===== src/rtl/cpu_pipe_pkg.sv =====
// Shared pipeline definitions: handshake-stage state encoding, per-boundary
// control bundles and their NOP bubble values.
package cpu_pipe_pkg;

  localparam int unsigned PIPE_CTRL_W = 16;

  typedef enum logic [1:0] {
    ST_EMPTY = 2'd0,
    ST_ONE   = 2'd1,
    ST_FULL  = 2'd2
  } pipe_state_t;

  typedef struct packed {
    logic        pred_taken;
    logic        fetch_fault;
    logic [13:0] rsvd;
  } if_id_ctrl_t;

  typedef struct packed {
    logic [5:0] alu_op;
    logic [1:0] src_a_sel;
    logic [1:0] src_b_sel;
    logic       reg_we;
    logic       mem_re;
    logic       mem_we;
    logic       branch;
    logic       jump;
    logic       rsvd;
  } id_ex_ctrl_t;

  typedef struct packed {
    logic       reg_we;
    logic       mem_re;
    logic       mem_we;
    logic [2:0] mem_size;
    logic [1:0] wb_sel;
    logic [7:0] rsvd;
  } ex_mem_ctrl_t;

  typedef struct packed {
    logic        reg_we;
    logic [1:0]  wb_sel;
    logic [12:0] rsvd;
  } mem_wb_ctrl_t;

  // All-zero control words carry no write enables, so they are safe bubbles.
  localparam if_id_ctrl_t  IF_ID_NOP  = '0;
  localparam id_ex_ctrl_t  ID_EX_NOP  = '0;
  localparam ex_mem_ctrl_t EX_MEM_NOP = '0;
  localparam mem_wb_ctrl_t MEM_WB_NOP = '0;

  function automatic logic [1:0] state_occupancy(input pipe_state_t s);
    case (s)
      ST_ONE:  return 2'd1;
      ST_FULL: return 2'd2;
      default: return 2'd0;
    endcase
  endfunction

endpackage


===== src/rtl/pipe_skid_slot.sv =====
// One valid+data+ctrl holding register; clear wins over load and returns the
// slot to the bubble value.
module pipe_skid_slot #(
  parameter int unsigned        DATA_W      = 32,
  parameter int unsigned        CTRL_W      = 16,
  parameter logic [CTRL_W-1:0]  CTRL_BUBBLE = '0
) (
  input  logic              clk,
  input  logic              rst_n,
  input  logic              clear,
  input  logic              load,
  input  logic [DATA_W-1:0] load_data,
  input  logic [CTRL_W-1:0] load_ctrl,
  output logic              valid,
  output logic [DATA_W-1:0] data,
  output logic [CTRL_W-1:0] ctrl
);

  always_ff @(posedge clk or negedge rst_n) begin
    if (!rst_n) begin
      valid <= 1'b0;
      data  <= '0;
      ctrl  <= CTRL_BUBBLE;
    end else if (clear) begin
      valid <= 1'b0;
      data  <= '0;
      ctrl  <= CTRL_BUBBLE;
    end else if (load) begin
      valid <= 1'b1;
      data  <= load_data;
      ctrl  <= load_ctrl;
    end
  end

endmodule


===== src/rtl/pipe_stage_elastic.sv =====
// Elastic valid/ready pipeline register between two stages, with optional
// 2-entry skid buffer and a synchronous bubble-injecting flush.
module pipe_stage_elastic
  import cpu_pipe_pkg::*;
#(
  parameter int unsigned        DATA_W      = 32,
  parameter int unsigned        CTRL_W      = 16,
  parameter logic [CTRL_W-1:0]  CTRL_BUBBLE = '0,
  parameter int unsigned        SKID        = 1
) (
  input  logic              clk,
  input  logic              rst_n,
  input  logic              flush,
  input  logic              in_valid,
  output logic              in_ready,
  input  logic [DATA_W-1:0] in_data,
  input  logic [CTRL_W-1:0] in_ctrl,
  output logic              out_valid,
  input  logic              out_ready,
  output logic [DATA_W-1:0] out_data,
  output logic [CTRL_W-1:0] out_ctrl,
  output logic [1:0]        occupancy
);

  pipe_state_t       state, state_next;
  logic              in_ready_q;
  logic              in_xfer, out_xfer;
  logic              head_load, head_clear, skid_load, skid_clear;
  logic              head_valid, skid_valid;
  logic [DATA_W-1:0] skid_data, head_src_data;
  logic [CTRL_W-1:0] skid_ctrl, head_src_ctrl;

  assign in_ready  = (SKID != 0) ? in_ready_q : (out_ready | ~head_valid);
  assign in_xfer   = in_valid & in_ready;
  assign out_xfer  = head_valid & out_ready;
  assign out_valid = head_valid;
  assign occupancy = state_occupancy(state);

  // The skid slot is only ever valid in FULL, so it selects the refill source.
  assign head_src_data = skid_valid ? skid_data : in_data;
  assign head_src_ctrl = skid_valid ? skid_ctrl : in_ctrl;

  always_comb begin
    state_next = state;
    head_load  = 1'b0;
    head_clear = 1'b0;
    skid_load  = 1'b0;
    skid_clear = 1'b0;
    if (flush) begin
      head_clear = 1'b1;
      skid_clear = 1'b1;
      state_next = ST_EMPTY;
    end else begin
      case (state)
        ST_EMPTY: begin
          if (in_xfer) begin
            head_load  = 1'b1;
            state_next = ST_ONE;
          end
        end
        ST_ONE: begin
          if (in_xfer && out_xfer) begin
            head_load = 1'b1;
          end else if (in_xfer) begin
            skid_load  = 1'b1;
            state_next = ST_FULL;
          end else if (out_xfer) begin
            head_clear = 1'b1;
            state_next = ST_EMPTY;
          end
        end
        ST_FULL: begin
          if (out_xfer) begin
            head_load  = 1'b1;
            skid_clear = 1'b1;
            state_next = ST_ONE;
          end
        end
        default: begin
          head_clear = 1'b1;
          skid_clear = 1'b1;
          state_next = ST_EMPTY;
        end
      endcase
    end
  end

  always_ff @(posedge clk or negedge rst_n) begin
    if (!rst_n) begin
      state      <= ST_EMPTY;
      in_ready_q <= 1'b1;
    end else begin
      state      <= state_next;
      in_ready_q <= (state_next != ST_FULL);
    end
  end

  pipe_skid_slot #(
    .DATA_W      (DATA_W),
    .CTRL_W      (CTRL_W),
    .CTRL_BUBBLE (CTRL_BUBBLE)
  ) u_head (
    .clk       (clk),
    .rst_n     (rst_n),
    .clear     (head_clear),
    .load      (head_load),
    .load_data (head_src_data),
    .load_ctrl (head_src_ctrl),
    .valid     (head_valid),
    .data      (out_data),
    .ctrl      (out_ctrl)
  );

  pipe_skid_slot #(
    .DATA_W      (DATA_W),
    .CTRL_W      (CTRL_W),
    .CTRL_BUBBLE (CTRL_BUBBLE)
  ) u_skid (
    .clk       (clk),
    .rst_n     (rst_n),
    .clear     (skid_clear),
    .load      (skid_load),
    .load_data (in_data),
    .load_ctrl (in_ctrl),
    .valid     (skid_valid),
    .data      (skid_data),
    .ctrl      (skid_ctrl)
  );

endmodule

===== config.mk =====
export PLATFORM = sky130hd
export DESIGN_NAME = pipe_stage_elastic
export DESIGN_NICKNAME = d
export VERILOG_FILES = /design/src/rtl/cpu_pipe_pkg.sv /design/src/rtl/pipe_skid_slot.sv /design/src/rtl/pipe_stage_elastic.sv
export SDC_FILE = /design/constraint.sdc
export NUM_CORES = 1
export LEC_CHECK = 0
export ABC_AREA = 1
export BUFFER_PORTS_ARGS = -buffer_cell sky130_fd_sc_hd__buf_2
export CORE_ASPECT_RATIO = 0.5
export CORE_MARGIN = 2
export CORE_UTILIZATION = 50
export DETAILED_ROUTE_END_ITERATION = 6
export GPL_TIMING_DRIVEN = 0
export PLACE_DENSITY = 0.74
export SETUP_SLACK_MARGIN = 0.1
export SYNTH_ARGS = -nofsm -noshare
export SYNTH_HDL_FRONTEND = slang
export SYNTH_SLANG_ARGS = --single-unit

===== constraint.sdc =====
create_clock -name clk -period 3.4 [get_ports clk]
set_input_delay 0 -clock clk [delete_from_list [all_inputs] [get_ports clk]]
set_output_delay 0 -clock clk [all_outputs]
set_load 0.05 [all_outputs]

==> run_results.csv <==
group,metric,value,unit
placement,routabilityCongestion,0.839,
logic_synthesis,yosys-top-cells-area,"dfrtp_1 53%, nand3_1 16%, nand2_1 8.8%",
timing,max_freq,566,MHz
timing,drv_slew,0,
final_layout,design_area,0.00615,sq mm
die,ios,105,
setup_path,criticalPathCategory,"flip-flop to flip-flop",
grt,met2_usage,42.9,%
timing,rsz0062_at_grt,"no",
placement,dp_hpwl,8.03,mm
grt,grt_pass1_vias,4347,
timing,tns,0,ns
power,ir_drop,0.264,mV
logic_synthesis,synth_area,0.00468,sq mm
timing,finalCriticalPeriod,1.77,ns
timing,hold_viol_final,0,
setup_path,crit_chain,"nand2_1 -> inv_1 -> nor2_1 -> nor2_2 -> buf_4 -> buf_2 -> nand3_1 -> nand2_1",
drt,routedWlPerCell,14.4,um
grt,use_met3,4.36,%
clock_tree,cts_resized,0,
clock_tree,clock_latency,0.34,ns
grt,track_usage,25.4,%
run,maxCapViolations,0,
timing,final.period_utilization,52.0,%
setup_path,required,3.68,ns
timing,setup_slack,1.63,ns
placement,dpl_cell_area,0.00538,sq mm
setup_path,r2r-start,"in_ready$_DFF_PN1_",
setup_path,cpMaxStageDelayCell,"dfstp_2",
timing,finClkSkew,0.00870,ns
power,powerDensity,480,mW/mm^2
drt,drcViolationCount,0,
setup_path,crit_buf_inv,3,
placement,io_buffer_count,104,
clock_tree,clock_tree.root_cell,"clkbuf_16",
die,die_area,0.0102,sq mm
clock_tree,cts.sinks,101,
clock_tree,htreeDepth,3,
die,rows,24,
setup_path,path_common_cell,"nand2_1",
final_layout,n_antenna_cell,0,
grt,overflow,0,
grt,grt_max_degree,67,
die,core,0.00889,sq mm
logic_synthesis,synth_cell_type_count,20,
hold_path,hp-class,"primary input to flip-flop",
logic_synthesis,syn_inst,568,
clock_tree,cts_buffer_depth,2,
setup_path,rr_worst_depth,8,
logic_synthesis,synth.net_count,621,
drt,vias,4493,
hold_path,min_to,"state[0]$_DFF_PN0_",
grt,top_usage_layer,"met2",
setup_path,crit_arrival,2.05,ns
drt,dr.pass1.iters,5,
final_layout,most-common-layout-cells,"149 x nand3_1, 121 x buf_2, 110 x nand2_1",
logic_synthesis,synth-seq-cells,101,
clock_tree,clkTransAtPathRegs,0.07,ns
grt,use_met1,34.8,%
final_layout,mostFrequentLayoutCell,"nand3_1",
final_layout,nFillCells,757,
placement,dp_slack,1.65,ns
die,die_w,141,um
setup_path,endpoint_kind,"flip-flop",
clock_tree,cts_tree,"done",
final_layout,areaGrowthSynthToFinish,31.5,%
hold_path,hold_path_depth,6,
die,die_h,72.4,um
clock_tree,numCtsBuffers,9,
die,start_util,52.6,%
drt,vias_per_cell,5.25,
power,power,2.95,mW
setup_path,crit_family,"buffers and inverters",
run_status,outcome,"finished, final reports clean",
timing,slew-limit-headroom,67.0,%
drt,routed_wl,12.3,mm
final_layout,fin_cells,855,
grt,antenna_found_initial,0,
drt,ant_nets,0,
drt,drt_iter0_markers,399,
placement,dp_cells,790,
final_layout,nNetsFinal,787,
hold_path,hp-start,"in_valid",
final_layout,drive_above_1_share,21.0,%
setup_path,cp_max_fo,10,
setup_path,r2r-end,"u_head.data[22]$_DFFE_PN0P_",
logic_synthesis,yosys_warnings,0,
setup_path,crit_path_start_kind,"flip-flop",
setup_path,slowest_delay,0.53,ns
clock_tree,postCtsSetupRepairBufs,0,
logic_synthesis,yosys.area.top_type,"dfrtp_1",
timing,tightest_slew,0.496,ns
logic_synthesis,yosys.area.top_type_share,53.5,%
logic_synthesis,yosysSeqAreaShare,54.0,%
setup_path,reg2reg_slack,1.63,ns
timing,setup_violations,0,
grt,grt_first_pass_wirelength,20.6,mm
logic_synthesis,avgSynthCellArea,8.24,sq um
power,leakage,3.26,nW
-- worst register-to-register path, cell delays in order, from the launching register on --
cell and delay (ns):
dfstp_2 0.53, nand2_1 0.07, inv_1 0.15, nor2_1 0.08
nor2_2 0.22, buf_4 0.22, buf_2 0.25, nand3_1 0.12
nand2_1 0.08
-- how the worst max path moves through the flow --
stage	from	end	cells after the start
finish	in_ready$_DFF_PN1_	u_head.data[22]$_DFFE_PN0P_	8
global placement	rst_n	u_head.data[3]$_DFFE_PN0P_	1
floorplan	u_head.valid$_DFFE_PN0P_	u_skid.data[15]$_DFFE_PN0P_	7
global route	in_ready$_DFF_PN1_	u_head.data[28]$_DFFE_PN0P_	8
CTS	in_ready$_DFF_PN1_	u_head.data[26]$_DFFE_PN0P_	8
detailed placement	in_ready$_DFF_PN1_	u_head.data[26]$_DFFE_PN0P_	8
-- logic make-up after synthesis --
kind of cell | after synthesis | synth area share [%]
AND/OR/NAND/NOR | 267 | 26.0
AO/OA/AOI/OAI | 98 | 10.6
flip-flops | 101 | 54.0
buffers and inverters | 102 | 9.39
-- synth_stat cells --
master / instances
buf_4: 3
buf_6: 3
nor2_1: 2
clkbuf_1: 19
a21oi_2: 1
nor2_4: 1
a21boi_1: 1
dfrtp_1: 100
o21ai_1: 38
inv_2: 3
buf_1: 3
nand3_1: 149
nand4_2: 1
nand2_1: 110
buf_2: 18
nor2_2: 3
dfstp_2: 1
inv_1: 53
nand2_2: 1
o21ai_0: 58
-- report_power, final --
| group | internal (mW) | total (mW) | switching, mW |
|---|---|---|---|
| Clock | 0.514 | 0.961 | 0.447 |
| Combinational | 0.193 | 0.668 | 0.475 |
| Sequential | 1.28 | 1.33 | 0.0446 |
-- flip-flops by register name, indices dropped and copies added (netlist names) --
signal        flops
u_head.ctrl      16
u_head.data      32
in_ready          1
u_head.valid      1
u_skid.valid      1
state             2
u_skid.data      32
u_skid.ctrl      16
-- cell type report --
type / count / area [sq um] / area share, %
Buffer: 46 / 229 / 3.72
Clock buffer: 10 / 239 / 3.88
Clock inverter: 5 / 37.5 / 0.610
Inverter: 56 / 210 / 3.42
Multi-Input combinational cell: 365 / 1710 / 27.8
Sequential cell: 101 / 2530 / 41.1
Tap cell: 117 / 146 / 2.38
Timing Repair Buffer: 155 / 1050 / 17.1
-- layer usage --
| metal | vias to the layer above | share of wire, % | wire length, um |
|---|---|---|---|
| met2 | 141 | 49 | 5970 |
| met1 | 2146 | 45 | 5570 |
| li1 | 2199 | - | - |
| met5 | - | 0 | 0 |
| met4 | 0 | 0.76 | 93 |
| met3 | 7 | 5.3 | 647 |
-- stage by stage --
step           hold slack (ns)  utilization, %
4_1_cts                 0.0568            69.2
3_5_place_dp          -0.00478            60.5
2_1_floorplan           -0.296               -
3_3_place_gp             0.203            60.1
6_report                0.0588            69.2
5_1_grt                 0.0847            69.2
-- repair_timing --
item | CTS | global route
endpoints found under the setup margin | 0 | 0
hold buffers | 50 | 0
hold endpoints to repair | 85 | 0
Note: power is estimated with default switching activity, not from simulation.
